==> config.mk <==
export PLATFORM = sky130hd
export DESIGN_NAME = sram_sp_arbiter
export DESIGN_NICKNAME = d
export VERILOG_FILES = /design/src/rtl/sram_sp_arbiter.sv
export SDC_FILE = /design/constraint.sdc
export NUM_CORES = 1
export LEC_CHECK = 0
export BUFFER_PORTS_ARGS = -buffer_cell sky130_fd_sc_hd__buf_2
export CORE_AREA = 2 2 311 313
export DETAILED_ROUTE_END_ITERATION = 8
export DIE_AREA = 0 0 313 315
export GPL_TIMING_DRIVEN = 0
export PLACE_DENSITY_LB_ADDON = 0.12
export SYNTH_ARGS = -nofsm -noshare
export SYNTH_HDL_FRONTEND = slang
export SYNTH_SLANG_ARGS = --single-unit
==> constraint.sdc <==
create_clock -name clk -period 1.7 [get_ports clk]
set_input_delay 0.085 -clock clk [delete_from_list [all_inputs] [get_ports clk]]
set_output_delay 0.085 -clock clk [all_outputs]
set_load 0.01 [all_outputs]
==> src/rtl/sram_sp_arbiter.sv <==
// Two-port arbiter in front of a single-port SRAM with optional grant locking
// (bounded to 16 grants) and in-order read-response routing via a tag pipe.
module sram_sp_arbiter #(
    parameter int DATA_BIT = 128,
    parameter int DEPTH    = 128,
    parameter int ADDR_BIT = $clog2(DEPTH),
    parameter int RD_LAT   = 2
) (
    input  logic                clk,
    input  logic                rst_n,
    input  logic                a_req_valid,
    input  logic                a_req_wen,
    input  logic                a_req_lock,
    input  logic [ADDR_BIT-1:0] a_req_addr,
    input  logic [DATA_BIT-1:0] a_req_wdata,
    output logic                a_req_ready,
    output logic                a_rsp_valid,
    output logic [DATA_BIT-1:0] a_rsp_rdata,
    input  logic                b_req_valid,
    input  logic                b_req_wen,
    input  logic                b_req_lock,
    input  logic [ADDR_BIT-1:0] b_req_addr,
    input  logic [DATA_BIT-1:0] b_req_wdata,
    output logic                b_req_ready,
    output logic                b_rsp_valid,
    output logic [DATA_BIT-1:0] b_rsp_rdata,
    output logic [ADDR_BIT-1:0] sram_addr,
    output logic                sram_wen,
    output logic                sram_ren,
    output logic [DATA_BIT-1:0] sram_wdata,
    input  logic [DATA_BIT-1:0] sram_rdata
);

    // Handshake: a request transfers on a rising edge where x_req_valid and
    // x_req_ready are both 1; ready never depends on the requester's ready-wait.
    typedef enum logic [1:0] {RR_A, RR_B, LOCK_A, LOCK_B} state_t;

    // The locking grant plus 15 more in LOCK make 16 consecutive grants.
    localparam logic [3:0] BURST_LAST = 4'd14;

    state_t           state;
    state_t           state_nxt;
    logic [3:0]       burst_cnt;
    logic [3:0]       burst_cnt_nxt;
    logic             grant_a;
    logic             grant_b;
    logic [RD_LAT-1:0][1:0] tag_q;
    logic [1:0]       tag_out;

    always_comb begin
        grant_a = 1'b0;
        grant_b = 1'b0;
        case (state)
            RR_A: begin
                grant_a = a_req_valid;
                grant_b = b_req_valid & ~a_req_valid;
            end
            RR_B: begin
                grant_b = b_req_valid;
                grant_a = a_req_valid & ~b_req_valid;
            end
            LOCK_A: grant_a = a_req_valid;
            LOCK_B: grant_b = b_req_valid;
            default: ;
        endcase
        if (!rst_n) begin
            grant_a = 1'b0;
            grant_b = 1'b0;
        end
    end

    assign a_req_ready = grant_a;
    assign b_req_ready = grant_b;

    always_comb begin
        state_nxt     = state;
        burst_cnt_nxt = burst_cnt;
        case (state)
            RR_A, RR_B: begin
                if (grant_a) begin
                    if (a_req_lock) begin
                        state_nxt     = LOCK_A;
                        burst_cnt_nxt = 4'd0;
                    end else begin
                        state_nxt = RR_B;
                    end
                end else if (grant_b) begin
                    if (b_req_lock) begin
                        state_nxt     = LOCK_B;
                        burst_cnt_nxt = 4'd0;
                    end else begin
                        state_nxt = RR_A;
                    end
                end
            end
            LOCK_A: begin
                if (grant_a && a_req_lock && burst_cnt != BURST_LAST) begin
                    burst_cnt_nxt = burst_cnt + 4'd1;
                end else begin
                    state_nxt = RR_B;
                end
            end
            LOCK_B: begin
                if (grant_b && b_req_lock && burst_cnt != BURST_LAST) begin
                    burst_cnt_nxt = burst_cnt + 4'd1;
                end else begin
                    state_nxt = RR_A;
                end
            end
            default: state_nxt = RR_A;
        endcase
    end

    always_ff @(posedge clk or negedge rst_n) begin
        if (!rst_n) begin
            state     <= RR_A;
            burst_cnt <= 4'd0;
        end else begin
            state     <= state_nxt;
            burst_cnt <= burst_cnt_nxt;
        end
    end

    always_comb begin
        sram_addr  = '0;
        sram_wdata = '0;
        sram_wen   = 1'b0;
        sram_ren   = 1'b0;
        if (grant_a) begin
            sram_addr  = a_req_addr;
            sram_wdata = a_req_wdata;
            sram_wen   = a_req_wen;
            sram_ren   = ~a_req_wen;
        end else if (grant_b) begin
            sram_addr  = b_req_addr;
            sram_wdata = b_req_wdata;
            sram_wen   = b_req_wen;
            sram_ren   = ~b_req_wen;
        end
    end

    // Tag = {read issued, port (1 = B)}; writes and idle cycles push 0.
    always_ff @(posedge clk or negedge rst_n) begin
        if (!rst_n) begin
            tag_q <= '0;
        end else begin
            tag_q[0] <= {sram_ren, grant_b & sram_ren};
            for (int i = 1; i < RD_LAT; i++) begin
                tag_q[i] <= tag_q[i-1];
            end
        end
    end

    assign tag_out     = tag_q[RD_LAT-1];
    assign a_rsp_valid = tag_out[1] & ~tag_out[0];
    assign b_rsp_valid = tag_out[1] & tag_out[0];
    assign a_rsp_rdata = a_rsp_valid ? sram_rdata : '0;
    assign b_rsp_rdata = b_rsp_valid ? sram_rdata : '0;

endmodule

== Yosys cells after proc, flatten, opt, wreduce, memory -nomap -nowiden ==
Index checks and enable logic that the tools add are counted.

* Register bits: 10
* Bits of input ports: 406
* Output and inout port bits: 397
* Logic and storage cells: 64

* Add/subtract/negate cells: 1
* Equality and inequality tests: 11
* Multiplexer cells: 28
* Bitwise operators: 10
* Reduce and logical (&&, ||, !) cells: 10

{| class="wikitable"
|+ Operator list
! operator !! number
|-
| $mux W128 || 4
|-
| $mux W4 || 6
|-
| $mux W7 || 2
|-
| $mux W2 || 6
|-
| $pmux W4 S3 || 1
|-
| $ne A3 B3 Y1 const B || 3
|-
| $ne A2 B2 Y1 const B || 4
|-
| $mux W1 || 6
|-
| $pmux W2 S3 || 1
|-
| $reduce_or A2 Y1 || 3
|-
| $and A1 B1 Y1 || 5
|-
| $not A1 Y1 || 5
|-
| $reduce_and A5 Y1 || 1
|-
| $add A4 B1 Y4 const B || 1
|-
| $eq A2 B2 Y1 const B || 2
|-
| $logic_and A1 B1 Y1 || 4
|-
| $ne A4 B4 Y1 const B || 1
|-
| $pmux W1 S2 || 2
|-
| $reduce_and A3 Y1 || 1
|-
| $eq A2 B1 Y1 const B || 1
|-
| $logic_not A2 Y1 || 1
|}

== Logic depth before layout (Yosys ltp) ==
* Depth in word-level cells: 8
* Mapped depth: 7
* Mapped depth without buffers: 6

== Least setup slack after synthesis ==
Ideal clock, no wire load.

* Kind: register -> register
* Start point: register burst_cnt[0]
* End point: register burst_cnt[1]
* Library setup time: 0.080 ns
* Arrival time: 1.375 ns
* Required time: 1.620 ns
* Setup slack: 0.245 ns
* Cell stages (with the launch flop): 7
* Buffers on the path: 0
* Period minus slack after synthesis: 1.455 ns
* Path through: dfrtp_1 -> inv_1 -> ha_1 -> nand3_4 -> o211a_1 -> o22a_4 -> o22ai_2

* Cells in the longest elaborated chain, start to end: 4
* Elaborated cells on any way between the ends: 10
* Those cells by class: add/sub: 1; eq/ne: 3; mux: 3; reduce/logical: 3

{| class="wikitable"
|+ RTL lines
! what !! line !! source
|-
| start, declared || 43 || <nowiki>logic [3:0] burst_cnt;</nowiki>
|-
| start signal, assigned || 120 || <nowiki>burst_cnt <= burst_cnt_nxt;</nowiki>
|-
| branches (longest 4 deep; another with $add A4 B1 Y4) || - ||
|}

Parallel ways; which one is timed is not known. The select of a mux whose other input is x is not followed.
A chain may end at the register's enable or synchronous reset.

== Final worst setup path ==
* Start point: register state[1]
* End point: output port sram_wdata[71]

* Cells in the longest elaborated chain, start to end: 6
* Elaborated cells on any way between the ends: 12
* Those cells by class: eq/ne: 3; mux: 6; reduce/logical: 3

{| class="wikitable"
|+ RTL lines
! what !! line !! source
|-
| start, declared || 41 || <nowiki>state_t state;</nowiki>
|-
| start signal, assigned || 119 || <nowiki>state <= state_nxt;</nowiki>
|-
| $eq A2 B2 Y1 / $eq A2 B1 Y1 (equally long branches) || 53 || <nowiki>case (state)</nowiki>
|-
| $reduce_or A2 Y1 (no line) || - ||
|-
| $pmux W1 S2 || 53 ||
|-
| $mux W1 || 66 || <nowiki>if (!rst_n) begin</nowiki>
|-
| $mux W128 || 134 || <nowiki>end else if (grant_b) begin</nowiki>
|-
| $mux W128 * || 129 || <nowiki>if (grant_a) begin</nowiki>
|-
| end, declared || 30 || <nowiki>output logic [DATA_BIT-1:0] sram_wdata,</nowiki>
|}

Every way passes the cells marked *; elsewhere a longest branch is shown, timed or not.

==> results.json <==
{
  "endpoint_kind": "primary output",
  "dr.pass1.iters": 4,
  "syn_inst": 531,
  "layout_commonest_cell": "buf_2",
  "layout_common_cells": "buf_2 (572), buf_6 (227), and2_4 (126)",
  "rsz0062_at_grt": "yes",
  "yosysTopAreaCell": "a22o_1",
  "cp.arrival_ns": 1.80,
  "htreeDepth": 1,
  "cp_max_fo": 10,
  "p_sw_frac": 0.446,
  "cts_root_buffer": "clkbuf_16",
  "worst_slack_ns": -0.188,
  "via_count": 8280,
  "drc": 0,
  "crit_chain": "nor2_4 -> o21ai_4 -> inv_2 -> buf_12 -> buf_12 -> a22o_4 -> buf_2",
  "crit_top_cell": "buf_12",
  "drtAntennaViolNets": 0,
  "coreArea_sq_um": 95700,
  "critPathSlowestCell": "dfrtp_2",
  "status": "finished with violations",
  "gp_congestion": 0.880,
  "ys_types": 39,
  "pre_cts_slack_ns": -0.850,
  "nets": 1793,
  "slowest_delay_ns": 0.45,
  "powerDensity_nw_per_um2": 558,
  "die_y_microns": 315,
  "rows": 114,
  "drtIter0Drc": 329,
  "avgSynthCellArea_sq_um": 7.11,
  "grt_usage": 0.126,
  "max_slew_margin": 0.645,
  "fp.dieW_microns": 313,
  "synthArstFlopShare": 1.00,
  "cts_num_sinks": 10,
  "gr-total-overflow": 0,
  "ys_seq_elements": 10,
  "fin_crit_ns": 1.89,
  "fin_util": 0.139,
  "dp_hpwl_mm": 60.7,
  "p_leak_nw": 7.19,
  "grt_pass1_wl_mm": 84.3,
  "antenna_found_initial": 51,
  "fillerInstances": 11100,
  "fin_skew_ns": 0.00462,
  "ys_seq_area_frac": 0.0662,
  "finalSetupViolations": 166,
  "yosysTopAreaCellShare": 0.315,
  "switchingPower_mw": 3.31,
  "port_buffers": 802,
  "period_share": 1.11,
  "viasPerCell": 3.10,
  "clkTransAtPathRegs_ns": 0.05,
  "die_area_sq_um": 98600,
  "avgRoutedWirePerCell_microns": 25.4,
  "ys_warn_count": 0,
  "syn_nets": 939,
  "tightest_slew_ns": 0.531,
  "violations": "setup timing",
  "grt_pass1_vias": 8637,
  "syn_to_final_growth_pct": 252,
  "max_freq_ghz": 0.530,
  "power_frac_clock": 0.065,
  "grt_max_degree": 20,
  "synth_edf_count": 0,
  "intPower_mw": 4.11,
  "seq_power_share": 0.053,
  "criticalPathCategory": "reg -> out",
  "worstSetupStartpointType": "flop",
  "finalHoldViolCount": 0,
  "netlist_area_sq_um": 3780,
  "power_frac_comb": 0.882,
  "cap_viol_max_count": 0,
  "drive_gt1_frac": 0.819,
  "worstSkewPairLatency_ns": 0.24,
  "ios": 803,
  "numCtsBuffers": 3,
  "initial_utilization": 0.0395,
  "wl_mm": 67.8,
  "clockBufferDepth": 2,
  "drv_slew": 0,
  "ys_top_cells_by_area": "a22o_1 (32%), and2_1 (21%), and3_1 (21%)",
  "cts_tree": "done",
  "synth-main-ff-cell": "dfrtp_1",
  "required_ns": 1.62,
  "ir_worst_vdd_mv": 0.234,
  "hp-class": "in -> reg"
}
[timing repair]
item,in CTS,in global routing
pin swaps,108,35
endpoints found under the setup margin,396,377
gates cloned,16,9
resized for setup,491,341
endpoints found under the hold margin,10,0
hold buffers,1,0
setup buffers,24,12
[path summary, 6_finish.rpt]
| check | start | endpoint | depth (start not counted) | slack [ns] |
|---|---|---|---|---|
| max reg2reg | burst_cnt[0] | burst_cnt[1] | 6 | 0.11 |
| min | b_req_wen | tag_q[0] | 2 | 0.05 |
| min in group asynchronous | rst_n | state[0] | 2 | 0.48 |
| max in group asynchronous | rst_n | tag_out[1] | 2 | 0.83 |
| min reg2reg | tag_q[1] | tag_out[1] | 0 | 0.35 |
| max | state[1] | sram_wdata[71] | 7 | -0.19 |
[metrics by stage]
step	TNS, ns	area, sq um	power (mW)	cells	hold WS (ns)
finish	-19.53	13300	7.42	2668	0.0462
global route	-38.40	13300	7.85	2661	0.0630
CTS	-56.59	11900	6.74	2652	0.0477
detailed placement	-146.67	9390	4.69	2609	0.0206
global placement	-143.12	9390	4.68	2609	0.0158
floorplan	0	3780	2.19	531	-0.211
[synth_stat cells, types with 2 or more instances]
cell	count
a22o_1	136
and2_1	129
and3_1	129
clkbuf_1	41
buf_2	27
dfrtp_1	10
inv_1	5
o21ai_0	4
buf_4	3
buf_6	3
nand2_1	3
nand3_1	3
o221ai_1	3
a21o_1	2
a21oi_1	2
ha_1	2
inv_2	2
nand2b_1	2
nor2_1	2
nor2b_1	2
o211ai_2	2
o21ai_1	2
[final cells by class]
class,count,area (sq um),area share
tap,1276,1600,0.120
clock buffer,4,88.8,0.00668
multi-input combinational,440,4020,0.302
antenna,8,20.0,0.00151
inverter,7,31.3,0.00235
buffer,68,1070,0.0809
timing repair buffer,855,6210,0.467
sequential,10,254,0.0191
[cells by family (layout without fill, tap and decap cells)]
family,Yosys count,in the layout,synth area share
AOI/OAI and AO/OA,160,160,0.367
adders and majority gates,2,2,0.00662
buffers and inverters,81,934,0.0984
DFF,10,10,0.0662
muxes,1,1,0.00265
other,0,8,0
and+or+nand+nor,277,277,0.459
[layer usage]
layer,track usage,share of wire
met4,0.00935,0.017
met2,0.251,0.54
met1,0.139,0.37
met5,0,0.0013
met3,0.0287,0.065
[critical path: cells and delay by family, from the launching register on]
family	cells	cell delay, ns
compound gates	2	0.45
buf+inv	4	0.55
flops	1	0.45
simple gates	1	0.07
[power by group through the flow]
stage / combinational (mW) / clock [mW] / sequential [mW]
floorplan: 1.83 / 0 / 0.363
global placement: 4.29 / 0 / 0.394
detailed placement: 4.30 / 0 / 0.394
CTS: 5.86 / 0.491 / 0.392
global route: 6.94 / 0.502 / 0.411
finish: 6.55 / 0.482 / 0.394
[flip-flops by register name, indices dropped and copies added (netlist names)]
register   flops
state          2
tag_out        2
tag_q          2
burst_cnt      4
No activity file was read; power rests on OpenSTA's default activity.
